[src/rtl/uart_pkg.sv]
// Shared definitions for the UART transmit path.
//   tx_state_e       : transmitter FSM encoding
//   UART_DATA_W      : payload width of one frame
//   UART_IDLE_LVL    : level driven on the line between frames and for STOP
//   UART_BPS_DEFAULT : clk cycles per bit at 12 MHz / 9600 baud
package uart_pkg;

  localparam int   UART_DATA_W      = 8;
  localparam logic UART_IDLE_LVL    = 1'b1;
  localparam int   UART_BPS_DEFAULT = 1250;

  typedef enum logic [2:0] {
    ST_IDLE   = 3'd0,
    ST_START  = 3'd1,
    ST_DATA   = 3'd2,
    ST_PARITY = 3'd3,
    ST_STOP   = 3'd4
  } tx_state_e;

endpackage

[src/rtl/sync_fifo.sv]
// Single-clock FIFO with first-word-fall-through read and an occupancy count.
//   clk, rst_n : clock, synchronous active-low reset
//   wr_en/wr_data : push; ignored while full (even if a pop happens that cycle)
//   rd_en/rd_data : pop; rd_data always shows the head entry
//   full, empty, level : status; level has one extra bit so full != empty
module sync_fifo #(
  parameter int DW = 8,
  parameter int AW = 4
) (
  input  logic          clk,
  input  logic          rst_n,
  input  logic          wr_en,
  input  logic [DW-1:0] wr_data,
  input  logic          rd_en,
  output logic [DW-1:0] rd_data,
  output logic          full,
  output logic          empty,
  output logic [AW:0]   level
);

  localparam int DEPTH = 1 << AW;

  logic [DW-1:0] mem_q [DEPTH];
  logic [AW-1:0] wr_ptr_q, wr_ptr_d;
  logic [AW-1:0] rd_ptr_q, rd_ptr_d;
  logic [AW:0]   level_q, level_d;
  logic          wr_ok, rd_ok;

  assign full    = (level_q == (AW+1)'(DEPTH));
  assign empty   = (level_q == '0);
  assign level   = level_q;
  assign rd_data = mem_q[rd_ptr_q];

  // Full blocks the write outright; a same-cycle pop does not free a slot.
  assign wr_ok = wr_en && !full;
  assign rd_ok = rd_en && !empty;

  always_comb begin
    wr_ptr_d = wr_ptr_q;
    rd_ptr_d = rd_ptr_q;
    level_d  = level_q;
    if (wr_ok) wr_ptr_d = wr_ptr_q + AW'(1);
    if (rd_ok) rd_ptr_d = rd_ptr_q + AW'(1);
    case ({wr_ok, rd_ok})
      2'b10:   level_d = level_q + (AW+1)'(1);
      2'b01:   level_d = level_q - (AW+1)'(1);
      default: level_d = level_q;
    endcase
  end

  always_ff @(posedge clk) begin
    if (!rst_n) begin
      wr_ptr_q <= '0;
      rd_ptr_q <= '0;
      level_q  <= '0;
    end else begin
      wr_ptr_q <= wr_ptr_d;
      rd_ptr_q <= rd_ptr_d;
      level_q  <= level_d;
    end
  end

  // Storage needs no reset: entries are only read after being written.
  always_ff @(posedge clk) begin
    if (wr_ok) mem_q[wr_ptr_q] <= wr_data;
  end

endmodule

[src/rtl/uart_tx_buffered.sv]
// Buffered UART transmitter: bytes enter a FIFO through a valid/ready port and
// are sent 8N1, LSB first, each bit lasting BPS_PARA clk cycles.
// Optional macro UART_TX_PARITY_EN inserts an even-parity bit before STOP.
//   clk, rst_n         : clock, synchronous active-low reset
//   tx_data_valid/in   : write port, accepted when tx_data_valid && tx_ready
//   tx_ready           : FIFO not full
//   uart_tx            : registered serial line, idle high
//   tx_busy            : registered, high from START through STOP
//   fifo_level         : queued bytes, excluding the one being shifted
module uart_tx_buffered
  import uart_pkg::*;
#(
  parameter int BPS_PARA = UART_BPS_DEFAULT,
  parameter int FIFO_AW  = 4
) (
  input  logic                   clk,
  input  logic                   rst_n,
  input  logic                   tx_data_valid,
  input  logic [UART_DATA_W-1:0] tx_data_in,
  output logic                   tx_ready,
  output logic                   uart_tx,
  output logic                   tx_busy,
  output logic [FIFO_AW:0]       fifo_level
);

  localparam int CNT_W = $clog2(BPS_PARA);

  tx_state_e              state_q, state_d;
  logic [CNT_W-1:0]       cnt_q, cnt_d;
  logic [UART_DATA_W-1:0] shift_q, shift_d;
  logic [2:0]             idx_q, idx_d;
  logic                   uart_tx_q, uart_tx_d;
  logic                   busy_q, busy_d;
`ifdef UART_TX_PARITY_EN
  logic                   par_q, par_d;
`endif

  logic                   bit_end, pop, fifo_full, fifo_empty;
  logic [UART_DATA_W-1:0] fifo_head;

  sync_fifo #(.DW(UART_DATA_W), .AW(FIFO_AW)) u_fifo (
    .clk     (clk),
    .rst_n   (rst_n),
    .wr_en   (tx_data_valid),
    .wr_data (tx_data_in),
    .rd_en   (pop),
    .rd_data (fifo_head),
    .full    (fifo_full),
    .empty   (fifo_empty),
    .level   (fifo_level)
  );

  assign tx_ready = !fifo_full;
  assign uart_tx  = uart_tx_q;
  assign tx_busy  = busy_q;
  assign bit_end  = (cnt_q == CNT_W'(BPS_PARA - 1));

  always_comb begin
    state_d = state_q;
    shift_d = shift_q;
    idx_d   = idx_q;
    pop     = 1'b0;
`ifdef UART_TX_PARITY_EN
    par_d   = par_q;
`endif
    cnt_d   = (state_q == ST_IDLE || bit_end) ? '0 : cnt_q + CNT_W'(1);

    case (state_q)
      ST_IDLE: begin
        if (!fifo_empty) begin
          pop     = 1'b1;
          shift_d = fifo_head;
`ifdef UART_TX_PARITY_EN
          par_d   = ^fifo_head;
`endif
          state_d = ST_START;
        end
      end
      ST_START: begin
        if (bit_end) begin
          state_d = ST_DATA;
          idx_d   = '0;
        end
      end
      ST_DATA: begin
        if (bit_end) begin
          shift_d = shift_q >> 1;
          idx_d   = idx_q + 3'd1;
          if (idx_q == 3'd7) begin
`ifdef UART_TX_PARITY_EN
            state_d = ST_PARITY;
`else
            state_d = ST_STOP;
`endif
          end
        end
      end
`ifdef UART_TX_PARITY_EN
      ST_PARITY: begin
        if (bit_end) state_d = ST_STOP;
      end
`endif
      ST_STOP: begin
        if (bit_end) begin
          // Chain straight into the next START so bursts have no idle gap.
          if (!fifo_empty) begin
            pop     = 1'b1;
            shift_d = fifo_head;
`ifdef UART_TX_PARITY_EN
            par_d   = ^fifo_head;
`endif
            state_d = ST_START;
          end else begin
            state_d = ST_IDLE;
          end
        end
      end
      default: state_d = ST_IDLE;
    endcase

    // Line level is decoded from the next state so uart_tx stays a flop
    // aligned with state_q.
    case (state_d)
      ST_START:  uart_tx_d = ~UART_IDLE_LVL;
      ST_DATA:   uart_tx_d = shift_d[0];
`ifdef UART_TX_PARITY_EN
      ST_PARITY: uart_tx_d = par_d;
`endif
      default:   uart_tx_d = UART_IDLE_LVL;
    endcase
    busy_d = (state_d != ST_IDLE);
  end

  always_ff @(posedge clk) begin
    if (!rst_n) begin
      state_q   <= ST_IDLE;
      cnt_q     <= '0;
      shift_q   <= '0;
      idx_q     <= '0;
      uart_tx_q <= UART_IDLE_LVL;
      busy_q    <= 1'b0;
`ifdef UART_TX_PARITY_EN
      par_q     <= 1'b0;
`endif
    end else begin
      state_q   <= state_d;
      cnt_q     <= cnt_d;
      shift_q   <= shift_d;
      idx_q     <= idx_d;
      uart_tx_q <= uart_tx_d;
      busy_q    <= busy_d;
`ifdef UART_TX_PARITY_EN
      par_q     <= par_d;
`endif
    end
  end

endmodule
[config.mk]
export PLATFORM = sky130hd
export DESIGN_NAME = uart_tx_buffered
export DESIGN_NICKNAME = d
export VERILOG_FILES = /design/src/rtl/uart_pkg.sv /design/src/rtl/sync_fifo.sv /design/src/rtl/uart_tx_buffered.sv
export SDC_FILE = /design/constraint.sdc
export NUM_CORES = 1
export LEC_CHECK = 0
export CORE_UTILIZATION = 40
export DETAILED_ROUTE_END_ITERATION = 8
export GPL_ROUTABILITY_DRIVEN = 0
export PLACE_DENSITY = 0.69
export SLEW_MARGIN = 20
export SYNTH_ARGS = -nofsm -noshare
export SYNTH_HDL_FRONTEND = slang
export SYNTH_HIERARCHICAL = 1
export SYNTH_SLANG_ARGS = --single-unit
[constraint.sdc]
create_clock -name clk -period 3.1 [get_ports clk]
set_clock_uncertainty 0.2 [all_clocks]
set_input_delay 0.93 -clock clk [delete_from_list [all_inputs] [get_ports clk]]
set_output_delay 0.93 -clock clk [all_outputs]
set_load 0.02 [all_outputs]
Word-level counts from Yosys, hierarchy flattened
Memories as Yosys holds them, arrays and structs flattened. A register that Yosys moved wholly into a read port is not among the register bits.
Index checks and enable logic that the tools add are counted.
{"block": "totals", "ff_bits": 40, "ramBits": 128, "inputBits": 11, "output_inout_bits": 8, "wordCells": 68, "mem_count": 1}
{"memory": "u_fifo.mem_q", "words": 16, "word_bits": 8, "read_ports": 1, "rd_ports_with_merged_regs": 1, "write_ports": 1, "line_no": "sync_fifo.sv:23", "source": "logic [DW-1:0] mem_q [DEPTH];"}
{"block": "op_classes", "add_sub_neg": 6, "eq_ne": 13, "mux": 23, "n_bitwise": 1, "n_reduce_logical": 14}
{"cell": "2-to-1 mux 8 bit", "n": 3}
{"cell": "case mux 8 bit (3 select lines)", "n": 1}
{"cell": "2-to-1 mux 3 bit", "n": 7}
{"cell": "case mux 3 bit (4 select lines)", "n": 1}
{"cell": "adder 11 x 1 -> 11 bit (second input constant)", "n": 1}
{"cell": "== test 11 bit (second input constant)", "n": 1}
{"cell": "case mux 5 bit (2 select lines)", "n": 1}
{"cell": "adder 4 x 1 -> 4 bit (second input constant)", "n": 2}
{"cell": "2-to-1 mux 4 bit", "n": 2}
{"cell": "== test 3 x 1 -> 1 bit (second input constant)", "n": 2}
{"cell": "== test 3 x 2 -> 1 bit (second input constant)", "n": 2}
{"cell": "== test 3 bit (second input constant)", "n": 2}
{"cell": "!= test 2 bit (second input constant)", "n": 3}
{"cell": "case mux 3 bit (2 select lines)", "n": 1}
{"cell": "AND reduction 3 bit", "n": 2}
{"cell": "nonzero test 3 bit", "n": 2}
{"cell": "adder 5 x 1 -> 5 bit (second input constant)", "n": 1}
{"cell": "== test 5 bit (second input constant)", "n": 1}
{"cell": "zero test 5 bit", "n": 1}
{"cell": "2-to-1 mux 1 bit", "n": 5}
{"cell": "subtractor 5 x 1 -> 5 bit (second input constant)", "n": 1}
{"cell": "case mux 1 bit (2 select lines)", "n": 2}
{"cell": "nonzero test 2 bit", "n": 2}
{"cell": "adder 3 x 1 -> 3 bit (second input constant)", "n": 1}
{"cell": "8 further kinds", "n": 10}

Depth between registers and ports, before layout
{"block": "depth", "depth_word": 7, "ltp_mapped": 16, "depth_no_buf": 14}

By module
The synthesis kept the hierarchy.
{"module": "sync_fifo", "n_inst": 1, "cells_per_inst": 331, "area_each_um2": 5931.9, "seq_area_each_um2": 4184.0}
{"module": "uart_tx_buffered", "n_inst": 1, "cells_per_inst": 148, "area_each_um2": 1387.6, "seq_area_each_um2": 540.5}

Worst setup path after synthesis
OpenSTA, ideal clock, no wires.
{"block": "synth_timing", "path_kind": "reg-to-reg", "start": "register u_fifo.level_q[1] (netlist: u_fifo/level[1])", "end": "register u_fifo.level_q[4] (netlist: u_fifo/level[4])", "arrival_ns": 3.051, "slack_ns": -0.282, "path_stages_with_launch": 17, "path_buffers": 4, "cell_sequence": "dfxtp_1 buf_6 or4_4 buf_6 nor2_1 buf_2 nor4_1 o21ai_4 inv_1 ha_1 clkbuf_1 xor2_1 ha_1 nand2_1 o21ai_0 or3_1 nand4_1"}
{"block": "synth_between", "elab_chain_cells": 7, "word_cells_on_any_way": 15, "classes_between": "add/sub: 2; eq/ne: 3; mux: 4; reduce/logical: 6"}
{"item": "start: declaration", "line_no": "sync_fifo.sv:26", "source": "logic [AW:0] level_q, level_d;"}
{"item": "start signal: assignment", "line_no": "sync_fifo.sv:59", "source": "level_q <= level_d;"}
{"item": "zero test 5 bit *", "line_no": "sync_fifo.sv:30", "source": "assign empty = (level_q == '0);"}
{"item": "via fifo_empty", "line_no": "uart_tx_buffered.sv:38", "source": "logic bit_end, pop, fifo_full, fifo_empty;"}
{"item": "2-to-1 mux 1 bit *", "line_no": "uart_tx_buffered.sv:70, uart_tx_buffered.sv:106"}
{"item": "2-to-1 mux 1 bit", "line_no": "uart_tx_buffered.sv:104", "source": "if (bit_end) begin"}
{"item": "case mux 1 bit (2 select lines) *", "line_no": "uart_tx_buffered.sv:68", "source": "case (state_q)"}
{"item": "via pop", "line_no": "uart_tx_buffered.sv:38"}
{"item": "logical AND 1 bit *", "line_no": "sync_fifo.sv:36", "source": "assign rd_ok = rd_en && !empty;"}
{"item": "via u_fifo.rd_ok", "line_no": "sync_fifo.sv:27", "source": "logic wr_ok, rd_ok;"}
{"item": "== test 2 x 1 -> 1 bit / == test 2 bit (equally long branches)", "line_no": "sync_fifo.sv:44", "source": "case ({wr_ok, rd_ok})"}
{"item": "case mux 5 bit (2 select lines) / nonzero test 2 bit (equally long branches)"}
The timed path passes the listed nets; every way through them passes the cells marked *.
A chain may end at the register's enable or synchronous reset.

Final worst setup path
{"block": "layout_timing", "start": "register u_fifo.level_q[1] (netlist: u_fifo/level[1])", "end": "output tx_ready"}
{"block": "layout_between", "elab_chain_cells": 2}
{"item": "== test 5 bit", "line_no": "sync_fifo.sv:29", "source": "assign full = (level_q == (AW+1)'(DEPTH));"}
{"item": "via fifo_full", "line_no": "uart_tx_buffered.sv:38"}
{"item": "zero test 1 bit", "line_no": "uart_tx_buffered.sv:53", "source": "assign tx_ready = !fifo_full;"}
{"item": "end: declaration", "line_no": "uart_tx_buffered.sv:20", "source": "output logic tx_ready,"}
The timed path passes the listed nets, and every way through them passes these cells.

==> impl_metrics.csv <==
group,metric,value,unit
run_status,status,"finished, final reports clean",
sta,setup_violations,0,
critical_path,cpPeakStageDelay,0.59,ns
sta,worstMarginPinSlew,0.6860,ns
power,ir_drop,0.4759,mV
floorplan,core-area,0.01796,mm^2
clock_tree,cts_htree_levels,4,
clock_tree,cts_sinks,172,
critical_path,path_class,"reg2out",
critical_path,cp_num_buf_inv,2,
placed_design,port_buffers,18,
final_layout,fillCellCount,1481,
logic_synthesis,yosysSeqAreaShare,64.55,%
worst_hold_path,min_to,"cnt_q[0]",
critical_path,end_kind,"output port",
route,detail_route.vias_per_cell,5.456,
sta,finalHoldViolCount,0,
sta,max_freq,0.3350,GHz
run,cap_violations,0,
final_layout,final_cell_mix,"edfxtp_1, dfxtp_1, buf_4, nor2_1, mux4_2",
logic_synthesis,ys_ff_latch,172,
critical_path,crit_family,"simple AND/OR/NAND/NOR gates",
final_layout,num_antenna_cells,0,
route,via_count,4185,
clock_tree,insertion_delay,0.43,ns
floorplan,chipHeight,137.3,um
critical_path,critPathArrivalTime,1.86,ns
floorplan,start_util,40.75,%
final_layout,seq_area,0.004732,mm^2
worst_hold_path,hp-start,"cnt_q[0]",
route,drc,0,
clock_tree,cts_tree,"yes",
critical_path,cp_max_fo,9,
global_routing,busiest_layer,"met2",
sta,rsz0062_at_grt,"yes",
logic_synthesis,syn-mean-instance-area,15.28,um^2
global_routing,grt-ovfl-total,0,
floorplan,die_width,137.3,um
final_layout,syn_to_final_growth,16.96,%
logic_synthesis,ys.warnings.count,6,
route,routed_wl,14070,um
global_routing,grt_usage,16.27,%
floorplan,rows,49,
global_routing,gr-usage-met2,26.85,%
sta,fin_crit_sh,96.29,%
final_layout,multi_input_comb_area,0.002444,mm^2
worst_hold_path,hold_depth,1,
final_layout,drive_above_1_share,24.72,%
power,powerDensity,779.6,mW/mm^2
route,ant_nets,0,
global_routing,grt_pass1_vias,4207,
global_routing,grt_start_max_net_pins,30,
global_routing,grt_pass1_wl,22450,um
floorplan,die-area,0.01884,mm^2
logic_synthesis,synth-edff-count,128,
global_routing,grt_util_met1,20.71,%
critical_path,worst_setup_path_start_kind,"flop",
floorplan,ios,19,
worst_hold_path,hold_path_class,"reg2reg",
clock_tree,clk_pin_slew_worst_paths,0.06,ns
global_routing,gr-usage-met3,4.010,%
critical_path,crit_slowest_cell,"or4_4",
sta,fin_crit,2.985,ns
placed_design,dp_hpwl,9285,um
power,leakage,0.002905,uW
final_layout,final_common_cell,"edfxtp_1",
power,total_power,6674,uW
final_layout,fin_nets,549,
route,first_pass_iters,4,
route,drt_iter0_drc,270,
sta,relSlewSlack,54.17,%
clock_tree,cts_hold_buf,0,
logic_synthesis,synth_nets,502,
route,wl_per_cell,18.35,um
sta,drv_slew,0,
critical_path,crit_chain,"or4_4 -> nor2_1 -> inv_1 -> dlygate4sd2_1",
critical_path,r2r-start,"cnt_q[1]",
critical_path,rrSetupSlack,0.18,ns
critical_path,crit_cells,4,
logic_synthesis,syn_area,0.007320,mm^2
critical_path,r2r_cells,14,
clock_tree,cts-root-buf,"clkbuf_16",
clock_tree,cts_buffers,17,
clock_tree,clock_path_buffers,2,
critical_path,cp-startpoint,"u_fifo/level[1]",
logic_synthesis,ys.flop_type,"edfxtp_1",
logic_synthesis,synth_cells,479,
global_routing,antenna_found_initial,0,
logic_synthesis,yosysUniqueCellTypes,65,
critical_path,crit_required,1.97,ns
placed_design,placed_area,0.007888,mm^2
logic_synthesis,async_flop_share,0,%
final_layout,finalInstanceArea,0.008561,mm^2
critical_path,r2r_end,"u_fifo/level[4]",
==> cell families (layout without fill, tap and decap cells) <==
logic type	count (synthesis)	after routing	synth area share (%)
flip-flops	172	172	64.55
AO/OA/AOI/OAI	63	63	7.299
AND/OR/NAND/NOR	135	135	10.44
multiplexers	37	37	10.55
XOR/XNOR	16	16	1.915
buffers and inverters	44	103	3.196
adder cells (fa/ha/maj)	12	12	2.051
==> Yosys cell counts, types with 7 or more instances <==
master | count | area [um^2]
a22oi_1 | 17 | 127.6
and2_1 | 15 | 93.84
buf_2 | 9 | 45.04
clkbuf_1 | 11 | 41.29
dfxtp_1 | 44 | 880.8
edfxtp_1 | 128 | 3844
ha_1 | 12 | 150.1
inv_1 | 12 | 45.04
mux4_2 | 32 | 720.7
nand2_1 | 20 | 75.07
nand3_1 | 10 | 50.05
nor2_1 | 33 | 123.9
nor2b_1 | 11 | 68.82
nor3_1 | 12 | 60.06
xnor2_1 | 9 | 78.83
xor2_1 | 7 | 61.31
==> per-layer routing <==
layer	part of all wire (%)	wire (um)
met1	43	6076
met2	51	7196
met3	4.4	623
met4	1.3	176
met5	0	0
==> state kept, by name, indices dropped and copies added, names as in the netlist, named ones only <==
name             cells
idx_q                3
tx_busy              1
u_fifo/level         5
u_fifo/mem_q       128
shift_q              8
u_fifo/rd_ptr_q      4
uart_tx              1
u_fifo/wr_ptr_q      4
state_q              3
cnt_q               11
==> worst max path at each step <==
stage	endpoint	slack (ns)
after detailed placement	u_fifo/level[4]	-0.04
after global routing	u_fifo/level[4]	-0.006
after global placement	u_fifo/level[4]	0.04
after CTS	u_fifo/level[4]	0.03
final	tx_ready	0.11
after floorplan	u_fifo/level[4]	0.004
==> area by class of cell <==
class,count,area share [%]
sequential,172,55.28
timing repair buffer,59,5.656
multi-input combinational,263,28.54
clock inverter,14,1.637
inverter,13,0.5700
tap,229,3.347
clock buffer,17,4.969
==> metrics by stage <==
stage	hold WS (ns)	setup WS [ns]	cells	TNS (ns)	util (%)
after floorplan	0.2414	0.003556	479	0	-
after global placement	0.2544	0.03775	731	0	43.91
after detailed placement	0.2664	-0.03611	731	-0.03611	43.91
after CTS	0.2842	0.02829	762	0	47.05
after global routing	0.2615	-0.006432	767	-0.006432	47.66
final	0.2409	0.1149	767	0	47.66
==> what timing repair did <==
action	CTS	global route
buffers inserted	0	5
setup endpoints to repair	1	4
resized for setup	1	16
pin swaps	0	6
hold endpoints to repair	0	0
==> report_power, final <==
group / total (uW) / switching [uW] / internal [uW]
Clock: 2020 / 954 / 1070
Combinational: 1850 / 917 / 930
Sequential: 2800 / 159 / 2640
Total: 6670 / 2030 / 4640
(Power assumes the default switching activity.)
